===== src/rtl/sd_arb_pkg.sv =====
// Shared types and widths for the two-drive SD sector arbiter.
// Pure declarations: no latency, no flow control.
package sd_arb_pkg;
    localparam int NREQ   = 2;
    localparam int LBA_W  = 32;
    localparam int ADDR_W = 9;
    localparam int DATA_W = 8;

    typedef enum logic [1:0] {IDLE, REQ, XFER, DONE} state_t;

    function automatic logic [NREQ-1:0] sel_mask(input logic g);
        return g ? 2'b10 : 2'b01;
    endfunction
endpackage


===== src/rtl/sd_drive_arbiter_if.sv =====
// hps_io SD sector bus; master = arbiter side, slave = hps_io side.
// Wires only: no latency, sd_ack is the sole handshake back to the arbiter.
interface sd_drive_arbiter_if;
    import sd_arb_pkg::*;

    logic [LBA_W-1:0]  sd_lba;
    logic [NREQ-1:0]   sd_rd;
    logic [NREQ-1:0]   sd_wr;
    logic              sd_ack;
    logic [ADDR_W-1:0] sd_buff_addr;
    logic [DATA_W-1:0] sd_buff_dout;
    logic [DATA_W-1:0] sd_buff_din;
    logic              sd_buff_wr;

    modport master (
        output sd_lba, sd_rd, sd_wr, sd_buff_din,
        input  sd_ack, sd_buff_addr, sd_buff_dout, sd_buff_wr
    );
    modport slave (
        input  sd_lba, sd_rd, sd_wr, sd_buff_din,
        output sd_ack, sd_buff_addr, sd_buff_dout, sd_buff_wr
    );
endinterface


===== src/rtl/sd_arb_rr.sv =====
// Two-way round-robin picker: on a tie the drive not served last wins.
// Combinational, zero latency, no flow control.
module sd_arb_rr
    import sd_arb_pkg::*;
(
    input  logic [NREQ-1:0] i_pending,
    input  logic            i_last_grant,
    output logic            o_grant,
    output logic            o_valid
);
    assign o_valid = |i_pending;

    always_comb begin
        if (&i_pending) o_grant = ~i_last_grant;
        else            o_grant = i_pending[1];
    end
endmodule


===== src/rtl/sd_drive_arbiter.sv =====
// Shares one hps_io SD sector port between two floppy drives, one sector at a time; request edge -> sd_rd/sd_wr in 2 cycles, ack fall -> req_done in 1.
// Stalls in REQ until sd_ack (bounded by TIMEOUT_CYCLES when SD_ARB_TIMEOUT_EN is defined); never grants while sd_ack is high.
module sd_drive_arbiter #(
    parameter int          NREQ           = 2,
    parameter logic [23:0] TIMEOUT_CYCLES = 24'd16000000
) (
    input  logic                clk_sys,
    input  logic                reset_n,
    input  logic [2*32-1:0]     req_lba,
    input  logic [NREQ-1:0]     req_rd,
    input  logic [NREQ-1:0]     req_wr,
    output logic [NREQ-1:0]     req_busy,
    output logic [NREQ-1:0]     req_done,
    output logic [NREQ-1:0]     req_err,
    output logic [8:0]          req_buff_addr,
    output logic [7:0]          req_buff_dout,
    input  logic [15:0]         req_buff_din,
    output logic [NREQ-1:0]     req_buff_wr,
    input  logic [NREQ-1:0]     img_mounted,
    sd_drive_arbiter_if.master  sd
);
    import sd_arb_pkg::*;

    state_t           r_state, w_state_nxt;
    logic [NREQ-1:0]  r_req_rd_d, r_req_wr_d, r_pend_rd, r_pend_wr;
    logic [NREQ-1:0]  r_sd_rd, r_sd_wr;
    logic [LBA_W-1:0] r_sd_lba;
    logic             r_g, r_last_grant;
    logic             w_rr_grant, w_rr_vld, w_grant_ld, w_finish, w_timeout, w_active;
    logic [NREQ-1:0]  w_rise_rd, w_rise_wr, w_mount_clr, w_pend_arb, w_gmask;

    assign req_busy    = r_pend_rd | r_pend_wr;
    assign w_active    = (r_state == REQ) || (r_state == XFER);
    assign w_gmask     = sel_mask(r_g);
    assign w_rise_rd   = req_rd & ~r_req_rd_d;
    assign w_rise_wr   = req_wr & ~r_req_wr_d;
    // A mount cannot abort the transaction already on the bus.
    assign w_mount_clr = img_mounted & ~(w_active ? w_gmask : '0);
    assign w_pend_arb  = req_busy & ~img_mounted;

    sd_arb_rr u_rr (
        .i_pending    (w_pend_arb),
        .i_last_grant (r_last_grant),
        .o_grant      (w_rr_grant),
        .o_valid      (w_rr_vld)
    );

`ifdef SD_ARB_TIMEOUT_EN
    logic [23:0] r_to_cnt;
    always_ff @(posedge clk_sys or negedge reset_n) begin
        if (!reset_n)              r_to_cnt <= '0;
        else if (w_grant_ld)       r_to_cnt <= '0;
        else if (r_state == REQ)   r_to_cnt <= r_to_cnt + 24'd1;
    end
    assign w_timeout = (r_state == REQ) && (r_to_cnt == TIMEOUT_CYCLES - 24'd1);
`else
    assign w_timeout = 1'b0;
`endif

    always_ff @(posedge clk_sys or negedge reset_n) begin
        if (!reset_n) r_state <= IDLE;
        else          r_state <= w_state_nxt;
    end

    always_comb begin
        w_state_nxt = r_state;
        w_grant_ld  = 1'b0;
        w_finish    = 1'b0;
        case (r_state)
            IDLE: if (w_rr_vld && !sd.sd_ack) begin
                w_grant_ld  = 1'b1;
                w_state_nxt = REQ;
            end
            REQ: begin
                if (w_timeout) begin
                    w_finish    = 1'b1;
                    w_state_nxt = IDLE;
                end else if (sd.sd_ack) begin
                    w_state_nxt = XFER;
                end
            end
            XFER: if (!sd.sd_ack) w_state_nxt = DONE;
            DONE: begin
                w_finish    = 1'b1;
                w_state_nxt = IDLE;
            end
            default: w_state_nxt = IDLE;
        endcase
    end

    always_ff @(posedge clk_sys or negedge reset_n) begin
        if (!reset_n) begin
            r_req_rd_d   <= '0;
            r_req_wr_d   <= '0;
            r_pend_rd    <= '0;
            r_pend_wr    <= '0;
            r_sd_rd      <= '0;
            r_sd_wr      <= '0;
            r_sd_lba     <= '0;
            r_g          <= 1'b0;
            r_last_grant <= 1'b1;
        end else begin
            r_req_rd_d <= req_rd;
            r_req_wr_d <= req_wr;
            for (int i = 0; i < NREQ; i++) begin
                if (w_mount_clr[i] || (w_finish && w_gmask[i])) begin
                    r_pend_rd[i] <= 1'b0;
                    r_pend_wr[i] <= 1'b0;
                end else if (!req_busy[i]) begin
                    if (w_rise_rd[i])      r_pend_rd[i] <= 1'b1;
                    else if (w_rise_wr[i]) r_pend_wr[i] <= 1'b1;
                end
            end
            if (w_grant_ld) begin
                r_g      <= w_rr_grant;
                r_sd_lba <= w_rr_grant ? req_lba[2*LBA_W-1:LBA_W] : req_lba[LBA_W-1:0];
                r_sd_rd  <= r_pend_rd[w_rr_grant] ? sel_mask(w_rr_grant) : '0;
                r_sd_wr  <= r_pend_wr[w_rr_grant] ? sel_mask(w_rr_grant) : '0;
            end else if (w_state_nxt != REQ) begin
                r_sd_rd <= '0;
                r_sd_wr <= '0;
            end
            if (w_finish) r_last_grant <= r_g;
        end
    end

    assign req_done       = w_finish  ? w_gmask : '0;
    assign req_err        = w_timeout ? w_gmask : '0;
    assign req_buff_addr  = sd.sd_buff_addr;
    assign req_buff_dout  = sd.sd_buff_dout;
    assign req_buff_wr    = (sd.sd_buff_wr && sd.sd_ack && w_active) ? w_gmask : '0;
    assign sd.sd_buff_din = !w_active ? '0 : (r_g ? req_buff_din[15:8] : req_buff_din[7:0]);
    assign sd.sd_lba      = r_sd_lba;
    assign sd.sd_rd       = r_sd_rd;
    assign sd.sd_wr       = r_sd_wr;
endmodule


===== src/flat_wrapper.sv =====
// flat-port wrapper written by rule: the top's interface ports become plain ports
module sd_drive_arbiter_flat import sd_arb_pkg::*;
#(
    parameter int          NREQ           = 2,
    parameter logic [23:0] TIMEOUT_CYCLES = 24'd16000000
)
  (clk_sys, reset_n, req_lba, req_rd, req_wr, req_busy, req_done, req_err, req_buff_addr, req_buff_dout, req_buff_din, req_buff_wr, img_mounted, sd_sd_lba, sd_sd_rd, sd_sd_wr, sd_sd_buff_din, sd_sd_ack, sd_sd_buff_addr, sd_sd_buff_dout, sd_sd_buff_wr);
  sd_drive_arbiter_if sd_i ();
  input  logic clk_sys;
  input  logic reset_n;
  input  logic [2*32-1:0] req_lba;
  input  logic [NREQ-1:0] req_rd;
  input  logic [NREQ-1:0] req_wr;
  output logic [NREQ-1:0] req_busy;
  output logic [NREQ-1:0] req_done;
  output logic [NREQ-1:0] req_err;
  output logic [8:0] req_buff_addr;
  output logic [7:0] req_buff_dout;
  input  logic [15:0] req_buff_din;
  output logic [NREQ-1:0] req_buff_wr;
  input  logic [NREQ-1:0] img_mounted;
  output wire logic [$bits(sd_i.sd_lba)-1:0] sd_sd_lba;
  output wire logic [$bits(sd_i.sd_rd)-1:0] sd_sd_rd;
  output wire logic [$bits(sd_i.sd_wr)-1:0] sd_sd_wr;
  output wire logic [$bits(sd_i.sd_buff_din)-1:0] sd_sd_buff_din;
  input wire logic [$bits(sd_i.sd_ack)-1:0] sd_sd_ack;
  input wire logic [$bits(sd_i.sd_buff_addr)-1:0] sd_sd_buff_addr;
  input wire logic [$bits(sd_i.sd_buff_dout)-1:0] sd_sd_buff_dout;
  input wire logic [$bits(sd_i.sd_buff_wr)-1:0] sd_sd_buff_wr;
  assign sd_sd_lba = sd_i.sd_lba;
  assign sd_sd_rd = sd_i.sd_rd;
  assign sd_sd_wr = sd_i.sd_wr;
  assign sd_sd_buff_din = sd_i.sd_buff_din;
  assign sd_i.sd_ack = sd_sd_ack;
  assign sd_i.sd_buff_addr = sd_sd_buff_addr;
  assign sd_i.sd_buff_dout = sd_sd_buff_dout;
  assign sd_i.sd_buff_wr = sd_sd_buff_wr;
  sd_drive_arbiter #(.NREQ(NREQ), .TIMEOUT_CYCLES(TIMEOUT_CYCLES)) u_core (.clk_sys(clk_sys), .reset_n(reset_n), .req_lba(req_lba), .req_rd(req_rd), .req_wr(req_wr), .req_busy(req_busy), .req_done(req_done), .req_err(req_err), .req_buff_addr(req_buff_addr), .req_buff_dout(req_buff_dout), .req_buff_din(req_buff_din), .req_buff_wr(req_buff_wr), .img_mounted(img_mounted), .sd(sd_i));
endmodule

===== config.mk =====
export PLATFORM = sky130hd
export DESIGN_NAME = sd_drive_arbiter_flat
export DESIGN_NICKNAME = d
export VERILOG_FILES = /design/src/rtl/sd_arb_pkg.sv /design/src/rtl/sd_drive_arbiter_if.sv /design/src/rtl/sd_arb_rr.sv /design/src/rtl/sd_drive_arbiter.sv /design/src/flat_wrapper.sv
export SDC_FILE = /design/constraint.sdc
export NUM_CORES = 1
export LEC_CHECK = 0
export BUFFER_PORTS_ARGS = -buffer_cell sky130_fd_sc_hd__buf_4
export CAP_MARGIN = 0
export CORE_MARGIN = 10
export CORE_UTILIZATION = 43
export CTS_BUF_LIST = sky130_fd_sc_hd__clkbuf_2
export DETAILED_ROUTE_END_ITERATION = 8
export GPL_ROUTABILITY_DRIVEN = 1
export HOLD_SLACK_MARGIN = 0.06
export PLACE_DENSITY_LB_ADDON = 0.05
export SYNTH_ARGS = -nofsm -noshare
export SYNTH_HDL_FRONTEND = slang
export SYNTH_SLANG_ARGS = --single-unit

===== constraint.sdc =====
create_clock -name clk_sys -period 2.1 [get_ports clk_sys]
set_input_delay 0.42 -clock clk_sys [delete_from_list [all_inputs] [get_ports clk_sys]]
set_output_delay 0.42 -clock clk_sys [all_outputs]
set_load 0.01 [all_outputs]

==> key figures, run 1 <==
Run status
  • Status: finished, final reports clean

Global routing
  • Vias in the first global route: 2245
  • Global-route wire length before repair: 12.7 mm
  • GR Overflow Total: 0
  • Largest net degree at the start of global routing: 49
  • Initial antenna violation count: 0
  • Total global-route track usage: ~16%

Critical path
  • WS Path Type: reg2out
  • Arrival time worst endpoint: 1.56 ns
  • Crit Path Max Fanout: 11
  • FF-to-FF End: u_core.sd.sd_rd[1]$_DFFE_PN0P_
  • Reg2reg path depth: 6
  • Flop-to-flop setup slack: 0.30 ns
  • Reg-to-Reg Start: u_core.r_state[1]$_DFF_PN0_
  • Startpoint types: flip-flop
  • Worst Setup End Kind: output pin
  • Crit path required time: 1.68 ns

Floorplanning
  • Site Rows: 28
  • Die Wd: 97.6 um
  • Die height: 97.6 um
  • Initial Util: 44.0%
  • I/O pins: 176
  • Core Region: 5890 um^2
  • Die Area: 9520 um^2

Clock tree
  • Clock latency on the worst-skew pair: roughly 0.42 ns
  • H-tree levels: 2
  • CTS buffer count: 5
  • CTS tree: built
  • Clock Tree Buf Depth: 2
  • CTS Root Cell: clkbuf_2
  • CTS clk-pin slew, worst paths: 0.21 ns
  • Clock sink total: 48

Power and ir drop
  • NetSw: 1620 uW
  • Pwr dens: 1210 nW/um^2
  • Register share of total power: 35.4%
  • Clk network pwr share: 8.4%
  • Leak Pwr: 0.00184 uW
  • Switching Fraction: 37.1%
  • P_int: roughly 2700 uW
  • Gate power share: 56.2%
  • VDD IR max: 0.000594 V

Yosys
  • Register bit count reported by yosys: 48
  • Share of the synthesized area in the top cell type: between 40 and 50%
  • Largest area contributor in the netlist: dfrtp_1
  • Count of cell types in the netlist: 38
  • Syn. warnings: 0
  • Post-synth design cell area: 2590 um^2
  • Top post-synthesis cells by area: dfrtp_1, a221o_2, nor2b_1
  • Syn Inst Count: 218
  • Seq/Total Area, Yosys: 46.5%
  • Syn_area_per_cell: around 12 um^2

Detailed routing
  • Vias per inst: 5.23
  • Drt wl/cell: 19.5 um
  • Residual DRC: 0
  • Antenna Violating Nets Remaining: 0
  • DRT Pass-1 Iters: 4
  • Vias: 2182
  • Total wire length: 8.14 mm
  • DRT iter0 DRCs: 87

Placement
  • IO Port Bufs: 139
  • DP Area: around 3500 um^2
  • Final GP Congestion: 0.752
  • Worst slack, placed: 0.273 ns
  • Detail Placement HPWL: 6.28 mm

STA
  • Clock Skew: 0.0239 ns
  • Final setup fails: 0
  • Fmax: 506 MHz
  • Slew HR: 58.6%
  • Final hold slack: 0.110 ns
  • Slew Limit Fails: 0
  • Final Hold Fails: 0
  • Final Critical Period: 1.98 ns
  • Worst Max-Slew Pin Slew: between 0.6 and 0.7 ns
  • RSZ-0062 raised after global routing: true
  • Worst setup slack after layout: 0.122 ns
  • Period utilization: 94.2%

Min path
  • Hold depth: 1
  • Hold path startpoint: req_wr[0]
  • Worst min path class: in2reg
  • Hold EP: u_core.r_req_wr_d[0]$_DFF_PN0_

Final layout
  • Design Area, Final: 3600 um^2
  • Antenna cells: 0
  • Layout cell share with drive strength beyond 1: 57.6%
  • Area Overhead vs Synth: 39.2%
  • Final core utilization: about three fifths
  • Most common cell after layout, fill and taps aside: buf_4
  • Nets@finish: 454
  • Commonest non-fill, non-tap cells in the layout: buf_4, dfrtp_1, nor2b_1

Flow run
  • Max_cap viols: 0
how the worst max path moves through the flow:
stage,startpoint,end,depth (start not counted)
final,u_core.r_state[1]$_DFF_PN0_,req_buff_wr[1],5
after detailed placement,u_core.r_state[0]$_DFF_PN0_,u_core.sd.sd_lba[0]$_DFFE_PN0P_,7
after global routing,u_core.r_state[1]$_DFF_PN0_,req_buff_wr[0],5
after global placement,u_core.r_state[1]$_DFF_PN0_,req_buff_wr[0],5
after CTS,u_core.r_g$_DFFE_PN0P_,sd_sd_buff_din[2],3
after floorplan,u_core.r_state[0]$_DFF_PN0_,req_buff_wr[0],5
power by group through the flow:
stage          Sequential [uW]  Combinational, uW  Clock [uW]
2_1_floorplan             1630               1310           0
3_3_place_gp              1570               2370           0
3_5_place_dp              1580               2400           0
4_1_cts                   1540               2500         384
5_1_grt                   1590               2680         420
6_report                  1540               2460         368
kinds of logic (layout without fill, tap and decap cells):
group / count (synthesis) / in the layout / synth area share [%]
buffers and inverters: 35 / 158 / 10.3
AND/OR/NAND/NOR: 65 / 65 / 15.8
flip-flops: 48 / 48 / 46.5
other: 1 / 2 / 0.145
adder cells (fa/ha/maj): 5 / 5 / 2.42
multiplexers: 9 / 9 / 3.53
AO/OA/AOI/OAI: 55 / 55 / 21.4
metal layers:
| layer | track usage [%] | up-vias | part of all wire [%] |
|---|---|---|---|
| met4 | 4.47 | 0 | 1.6 |
| met3 | 5.12 | 23 | 8.0 |
| met2 | 27.3 | 83 | 51 |
| li1 | - | 1021 | - |
| met5 | 0 | - | 0 |
| met1 | 19.3 | 1055 | 40 |
through the flow:
stage | power (uW) | setup TNS, ns | instances
2_1_floorplan | 2940 | 0 | 219
3_3_place_gp | 3940 | 0 | 407
3_5_place_dp | 3970 | 0 | 407
4_1_cts | 4420 | 0 | 417
5_1_grt | 4690 | -0.0653 | 417
6_report | 4370 | 0 | 417
state kept, by name, summed over array words and instances, names as in the netlist:
signal	count
u_core.r_req_wr_d	2
u_core.r_req_rd_d	2
u_core.r_last_grant	1
u_core.sd.sd_lba	32
u_core.r_pend_wr	2
u_core.r_g	1
u_core.sd.sd_rd	2
u_core.r_state	2
u_core.sd.sd_wr	2
u_core.r_pend_rd	2
cells in the mapped netlist:
master,number
a211oi_1,4
a21bo_2,1
a21boi_0,1
a21o_2,1
a21oi_1,2
a21oi_2,1
a221o_1,5
a221o_2,27
a31oi_1,2
a32o_1,4
and2_1,1
and2b_1,2
buf_2,1
buf_4,22
buf_6,4
clkbuf_1,2
clkbuf_8,2
conb_1,1
dfrtp_1,47
dfstp_2,1
ha_1,5
inv_1,4
mux2_2,1
mux2i_1,8
nand2_1,2
nand2b_1,2
nand2b_4,1
nand3_1,1
nor2_1,11
nor2_4,1
nor2b_1,39
nor3_4,2
o21ai_0,3
o21bai_4,2
o221a_2,1
o32ai_1,1
or2_2,2
or3_1,1
timing repair:
action                                  CTS  global route
hold buffers                              1             0
gates resized for setup                   2             2
endpoints found under the setup margin   10            12
pin swaps                                 0             1
buffers inserted                          2             0
endpoints found under the hold margin    47             0
worst max-delay path: stages (launching register included):
cell     delay, ns
dfrtp_1       0.40
inv_1         0.10
ha_4          0.34
nand3_1       0.10
nor2_1        0.10
buf_4         0.13
cell type report:
class | instances | area (um^2)
tap | 75 | 93.8
multi-input combinational | 136 | 1140
inverter | 4 | 15.0
fill | 538 | 2280
timing repair buffer | 147 | 1120
sequential | 48 | 1200
clock inverter | 1 | 5.00
clock buffer | 6 | 30.0
Power figures use the tool's default switching activity.
==> run 2: changes to the inputs <==
--- a/config.mk
+++ b/config.mk
@@ -7,13 +7,14 @@
 export LEC_CHECK = 0
 export BUFFER_PORTS_ARGS = -buffer_cell sky130_fd_sc_hd__buf_4
 export CAP_MARGIN = 0
-export CORE_MARGIN = 10
-export CORE_UTILIZATION = 43
-export CTS_BUF_LIST = sky130_fd_sc_hd__clkbuf_2
+export CORE_MARGIN = 2
+export CORE_UTILIZATION = 42
+export CTS_BUF_LIST = sky130_fd_sc_hd__clkbuf_8 sky130_fd_sc_hd__clkbuf_16
 export DETAILED_ROUTE_END_ITERATION = 8
 export GPL_ROUTABILITY_DRIVEN = 1
 export HOLD_SLACK_MARGIN = 0.06
 export PLACE_DENSITY_LB_ADDON = 0.05
+export SKIP_CTS_REPAIR_TIMING = 1
 export SYNTH_ARGS = -nofsm -noshare
 export SYNTH_HDL_FRONTEND = slang
 export SYNTH_SLANG_ARGS = --single-unit
==> run 2 against run 1 <==
Net effect:
- worst hold slack better by 0.028 ns
- via count decreased by 1.3%
- critical endpoint is now req_buff_wr[0]
- sequential share of layout area down 0.63 points
- highest routed layer unchanged
- sequential cell count unchanged
- fmax is 2.4% higher
- critical path depth is the same
- total power rose by 5.6%
- utilization up 0.74 points
- first-iteration DRC count down 36%
- die area fell by 29%
==> key figures, run 2 (synthesis gave the netlist of run 1 again) <==
Final layout
  • Register cell area after layout: 1200 um^2 (-0.10%)
  • Area of the multi-input gates: 1140 um^2 (unchanged)
  • Largest register FFs: 32 (unchanged)
  • Final Non-Filler Cells: 415 (-0.48%)
  • Area Overhead vs Synth: 41.7%
  • Most common cell after layout, fill and taps aside: buf_4
  • Design Area, Final: 3670 um^2 (+1.8%)
  • Nets@finish: 453 (-0.22%)
  • Fill count: 512 (-4.8%)
  • Antenna cells: 0 (unchanged)
  • Commonest non-fill, non-tap cells in the layout: buf_4, dfrtp_1, nor2b_1
  • Layout cell share with drive strength beyond 1: 57.1% (-0.54 points)

STA
  • Slew Limit Fails: 0 (unchanged)
  • Post-route setup TNS: 0 ns (unchanged)
  • Final Critical Period: 1.93 ns (-0.0466 ns)
  • Slew HR: 59.1% (+0.54 points)
  • RSZ-0062 raised after global routing: false
  • Clock Skew: 0.0108 ns (-0.0131 ns)
  • Final Hold Fails: 0 (unchanged)
  • Fmax: 518 MHz (+2.4%)
  • Worst Max-Slew Pin Slew: 0.613 ns (-0.00803 ns)
  • Final setup fails: 0 (unchanged)
  • Period utilization: 92.0% (-2.2 points)

Global routing
  • Global-route wire length before repair: 10.0 mm (-21%)
  • Total global-route track usage: 19.3% (+3.1 points)
  • Vias in the first global route: 2026 (-9.8%)
  • Largest net degree at the start of global routing: 49 (unchanged)
  • Initial antenna violation count: 0 (unchanged)
  • GR Overflow Total: 0 (unchanged)

Detailed routing
  • Vias: 2153 (-1.3%)
  • Antenna Violating Nets Remaining: 0 (unchanged)
  • Vias per inst: 5.19 (-0.85%)
  • DRT iter0 DRCs: 56 (-36%)
  • Total wire length: 6.92 mm (-15%)
  • Residual DRC: 0 (unchanged)
  • Drt wl/cell: 16.7 um (-15%)
  • DRT Pass-1 Iters: 4 (unchanged)

Floorplanning
  • Die Area: 6800 um^2 (-29%)
  • Core Region: 5920 um^2 (+0.60%)
  • Die Wd: 82.5 um (-15%)
  • Site Rows: 28 (unchanged)
  • Initial Util: 43.7% (-0.26 points)
  • I/O pins: 176 (unchanged)
  • Die height: 82.5 um (-15%)

Critical path
  • Crit Path Max Fanout: 11 (unchanged)
  • WS Path Type: reg2out
  • Reg-to-Reg Start: u_core.r_state[0]$_DFF_PN0_
  • Crit path required time: 1.68 ns (about the same)
  • Arrival time worst endpoint: 1.51 ns (-0.05 ns)
  • FF-to-FF End: u_core.sd.sd_lba[0]$_DFFE_PN0P_
  • Reg2reg path depth: 7 (+1)
  • Startpoint types: flip-flop
  • Worst Setup End Kind: output pin
  • Flop-to-flop setup slack: 0.29 ns (about the same)

Clock tree
  • CTS tree: built
  • CTS clk-pin slew, worst paths: 0.09 ns (-0.12 ns)
  • Clock Tree Buf Depth: 2 (unchanged)
  • Clock sink total: 48 (unchanged)
  • CTS Root Cell: clkbuf_8
  • CTS buffer count: 5 (unchanged)
  • H-tree levels: 2 (unchanged)
  • Clock latency on the worst-skew pair: 0.30 ns (-0.12 ns)

Power and ir drop
  • Overall power: 4610 uW (+5.6%)
  • VDD IR max: 0.000554 V (-6.7%)
  • Pwr dens: 1260 nW/um^2 (+3.7%)
  • Leak Pwr: 0.00186 uW (+1.1%)

Placement
  • DP Area: 3560 um^2 (+0.78%)
  • IO Port Bufs: 139 (unchanged)
  • Placed Instances: 409 (+0.49%)
  • Final GP Congestion: 0.767 (+2.0%)
  • Detail Placement HPWL: 5.19 mm (-17%)

Min path
  • Worst min path class: in2async

Flow run
  • Max_cap viols: 0 (unchanged)

Run status
  • Status: finished, final reports clean
==> run 2: per-layer routing <==
layer	vias to the layer above	part of all wire, %	GRT usage [%]
li1	1017	-	-
met1	1012	42	24.9
met2	96	46	31.5
met3	28	8.8	4.24
met4	0	2.5	8.03
met5	-	0	0
==> run 2: power by group <==
group,switching [uW],internal [uW]
registers,246,1280
logic,1060,1390
clock network,293,342
==> run 2: how the worst max path moves through the flow <==
| stage | from | end | cells after the start | slack, ns |
|---|---|---|---|---|
| final | u_core.r_state[1]$_DFF_PN0_ | req_buff_wr[0] | 5 | 0.17 |
| after detailed placement | u_core.r_state[0]$_DFF_PN0_ | u_core.sd.sd_lba[0]$_DFFE_PN0P_ | 7 | 0.27 |
| after CTS | u_core.r_state[1]$_DFF_PN0_ | req_buff_wr[0] | 5 | -0.03 |
| after global routing | u_core.r_state[1]$_DFF_PN0_ | req_buff_wr[0] | 5 | 0.03 |
| after floorplan | u_core.r_state[0]$_DFF_PN0_ | req_buff_wr[0] | 5 | 0.45 |
| after global placement | u_core.r_state[0]$_DFF_PN0_ | u_core.sd.sd_lba[0]$_DFFE_PN0P_ | 7 | 0.32 |
==> run 2: final cells by class <==
type	instances	area share (%)
Multi-Input combinational cell	136	31.0
Clock inverter	1	0.819
Timing Repair Buffer	146	30.6
Inverter	4	0.409
Tap cell	75	2.56
Sequential cell	48	32.8
Clock buffer	5	1.88
==> run 2: critical path, cell delays in order, from the launching register on <==
cell	delay [ns]
dfrtp_1	0.43
inv_1	0.13
ha_4	0.35
nand3_1	0.10
nor2_1	0.10
buf_4	0.12
==> run 2: through the flow <==
step	hold slack [ns]	util, %	setup WS, ns
after floorplan	0.124	-	0.447
after global routing	0.172	61.9	0.0265
after CTS	0.148	61.7	-0.0289
after detailed placement	0.481	60.1	0.273
final	0.138	61.9	0.168
after global placement	0.478	60.1	0.321
==> run 3: changes to the inputs <==
--- a/config.mk
+++ b/config.mk
@@ -14,6 +14,7 @@
 export GPL_ROUTABILITY_DRIVEN = 1
 export HOLD_SLACK_MARGIN = 0.06
 export PLACE_DENSITY_LB_ADDON = 0.05
+export RECOVER_POWER = 50
 export SKIP_CTS_REPAIR_TIMING = 1
 export SYNTH_ARGS = -nofsm -noshare
 export SYNTH_HDL_FRONTEND = slang
==> run 3 against run 2 <==
Net effect:
- clock skew grew 0.00080 ns
- final cell count is the same
- utilization shrank 0.74 points
- combinational power shrank 3%
- final area shrank 1.2%
- critical path depth is the same
- fmax shrank 0.11%
- wire length grew 0.46%
- sequential share of layout area grew 0.40 points
- worst hold slack gained 0.12 ns
- via count shrank 0.65%
- clock power is essentially flat
==> key figures, run 3 (synthesis gave the netlist of run 1 again) <==
Run status
  • Status: finished, final reports clean

Detailed routing
  • Total length of routed met3 wires: 570 um (-6.4%)
  • Vias: 2139 (-0.65%)
  • DRT Pass-1 Iters: 4 (unchanged)
  • DRT iter0 DRCs: 70 (+25%)
  • Highest metal used: met4
  • Metal1 wirelength: 3.01 mm (+2.8%)
  • Residual DRC: 0 (unchanged)
  • Total wire length: 6.96 mm (+0.46%)
  • Vias per inst: 5.15 (-0.65%)
  • Antenna Violating Nets Remaining: 0 (unchanged)
  • Metal2 WL: 3.18 mm (-1.1%)
  • Drt wl/cell: 16.8 um (+0.46%)

STA
  • Slew HR: 19.6% (-39 points)
  • Final setup fails: 0 (unchanged)
  • Fmax: 517 MHz (-0.11%)
  • Post-route setup TNS: 0 ns (unchanged)
  • Clock Skew: 0.0116 ns (+0.000796 ns)
  • Final Critical Period: 1.93 ns (+0.00215 ns)
  • Period utilization: 92.1% (+0.10 points)
  • Worst Max-Slew Pin Slew: 1.21 ns (+0.592 ns)
  • RSZ-0062 raised after global routing: false
  • Final Hold Fails: 0 (unchanged)
  • Slew Limit Fails: 0 (unchanged)

Final layout
  • Commonest non-fill, non-tap cells in the layout: buf_4, dfrtp_1, nor2b_1
  • Area Overhead vs Synth: 40.0%
  • Final Non-Filler Cells: 415 (unchanged)
  • Antenna cells: 0 (unchanged)
  • Fill count: 518 (+1.2%)
  • Largest register FFs: 32 (unchanged)
  • Most common cell after layout, fill and taps aside: buf_4
  • Layout cell share with drive strength beyond 1: 53.8% (-3.2 points)
  • Register cell area after layout: 1200 um^2 (unchanged)
  • Area of the multi-input gates: 1140 um^2 (unchanged)
  • Nets@finish: 453 (unchanged)

Critical path
  • CP cell instances: inv_1 > ha_4 > nand3_1 > nor2_1 > buf_4
  • Arrival time worst endpoint: 1.51 ns (about the same)
  • Crit path max-delay cell type: dfrtp_1
  • WS Path Type: reg2out
  • Reg-to-Reg Start: u_core.r_state[0]$_DFF_PN0_
  • Worst path max stage delay: 0.42 ns (about the same)
  • Crit Path Max Fanout: 11 (unchanged)
  • Reg2reg path depth: 7 (unchanged)
  • Startpoint types: flip-flop
  • Crit path required time: 1.68 ns (about the same)
  • Worst Setup End Kind: output pin
  • FF-to-FF End: u_core.sd.sd_lba[0]$_DFFE_PN0P_
  • Flop-to-flop setup slack: 0.29 ns (about the same)

Floorplanning
  • Die height: 82.5 um (unchanged)
  • Die Area: 6800 um^2 (unchanged)
  • Initial Util: 43.7% (unchanged)
  • I/O pins: 176 (unchanged)
  • Core Region: 5920 um^2 (unchanged)
  • Site Rows: 28 (unchanged)
  • Die Wd: 82.5 um (unchanged)

Clock tree
  • CTS clk-pin slew, worst paths: 0.08 ns (about the same)
  • CTS Root Cell: clkbuf_8
  • CTS tree: built
  • CTS buffer count: 5 (unchanged)
  • H-tree levels: 2 (unchanged)
  • Clock Tree Buf Depth: 2 (unchanged)
  • Clock sink total: 48 (unchanged)
  • Clock latency on the worst-skew pair: 0.30 ns (about the same)

Power and ir drop
  • Leak Pwr: 0.00182 uW (-2.4%)
  • Pwr dens: 1250 nW/um^2 (-0.42%)
  • VDD IR max: 0.000556 V (+0.37%)

Placement
  • Placed Instances: 409 (unchanged)
  • Detail Placement HPWL: 5.19 mm (unchanged)
  • Final GP Congestion: 0.767 (unchanged)
  • IO Port Bufs: 139 (unchanged)

Global routing
  • Largest net degree at the start of global routing: 49 (unchanged)
  • Vias in the first global route: 2026 (unchanged)
  • Total global-route track usage: 19.3% (unchanged)
  • Global-route wire length before repair: 10.0 mm (unchanged)
  • Initial antenna violation count: 0 (unchanged)
  • GR Overflow Total: 0 (unchanged)

Flow run
  • Max_cap viols: 0 (unchanged)

Min path
  • Hold EP: u_core.r_req_wr_d[1]$_DFF_PN0_
  • Hold path startpoint: req_wr[1]
  • Worst min path class: in2reg
  • Hold depth: 1
run 3: through the flow:
step	setup slack [ns]	power [uW]	util, %	area [um^2]	hold slack [ns]
2_1_floorplan	0.447	2940	-	2590	0.124
3_3_place_gp	0.321	3930	60.1	3560	0.478
3_5_place_dp	0.273	3980	60.1	3560	0.481
4_1_cts	-0.0289	4630	61.7	3650	0.148
5_1_grt	0.0265	4840	61.2	3620	0.248
6_report	0.166	4540	61.2	3620	0.257
run 3: layout make-up:
cell class	count	area share (%)
Sequential cell	48	33.2
Multi-Input combinational cell	136	31.4
Timing Repair Buffer	146	29.7
Tap cell	75	2.59
Clock buffer	5	1.90
Clock inverter	1	0.829
Inverter	4	0.414
run 3: per-layer routing:
layer	track usage, %	vias to the layer above
met3	4.24	30
met2	31.5	88
li1	-	1017
met1	24.9	1004
met5	0	-
met4	8.03	0
run 3: how the worst max path moves through the flow:
stage	start	end	depth (start not counted)
floorplan	u_core.r_state[0]$_DFF_PN0_	req_buff_wr[0]	5
global placement	u_core.r_state[0]$_DFF_PN0_	u_core.sd.sd_lba[0]$_DFFE_PN0P_	7
detailed placement	u_core.r_state[0]$_DFF_PN0_	u_core.sd.sd_lba[0]$_DFFE_PN0P_	7
CTS	u_core.r_state[1]$_DFF_PN0_	req_buff_wr[0]	5
global route	u_core.r_state[1]$_DFF_PN0_	req_buff_wr[0]	5
finish	u_core.r_state[1]$_DFF_PN0_	req_buff_wr[0]	5
run 3: worst max-delay path: cells and delay by family, from the launching register on:
family / cells / cell delay (ns)
adders and majority gates: 1 / 0.35
and+or+nand+nor: 2 / 0.20
DFF: 1 / 0.42
buffers and inverters: 2 / 0.25
run 3: power by group:
| part | leakage (uW) | internal (uW) | switching, uW |
|---|---|---|---|
| clock network | 0.0000501 | 342 | 293 |
| registers | 0.000604 | 1280 | 244 |
| logic | 0.00116 | 1320 | 1060 |
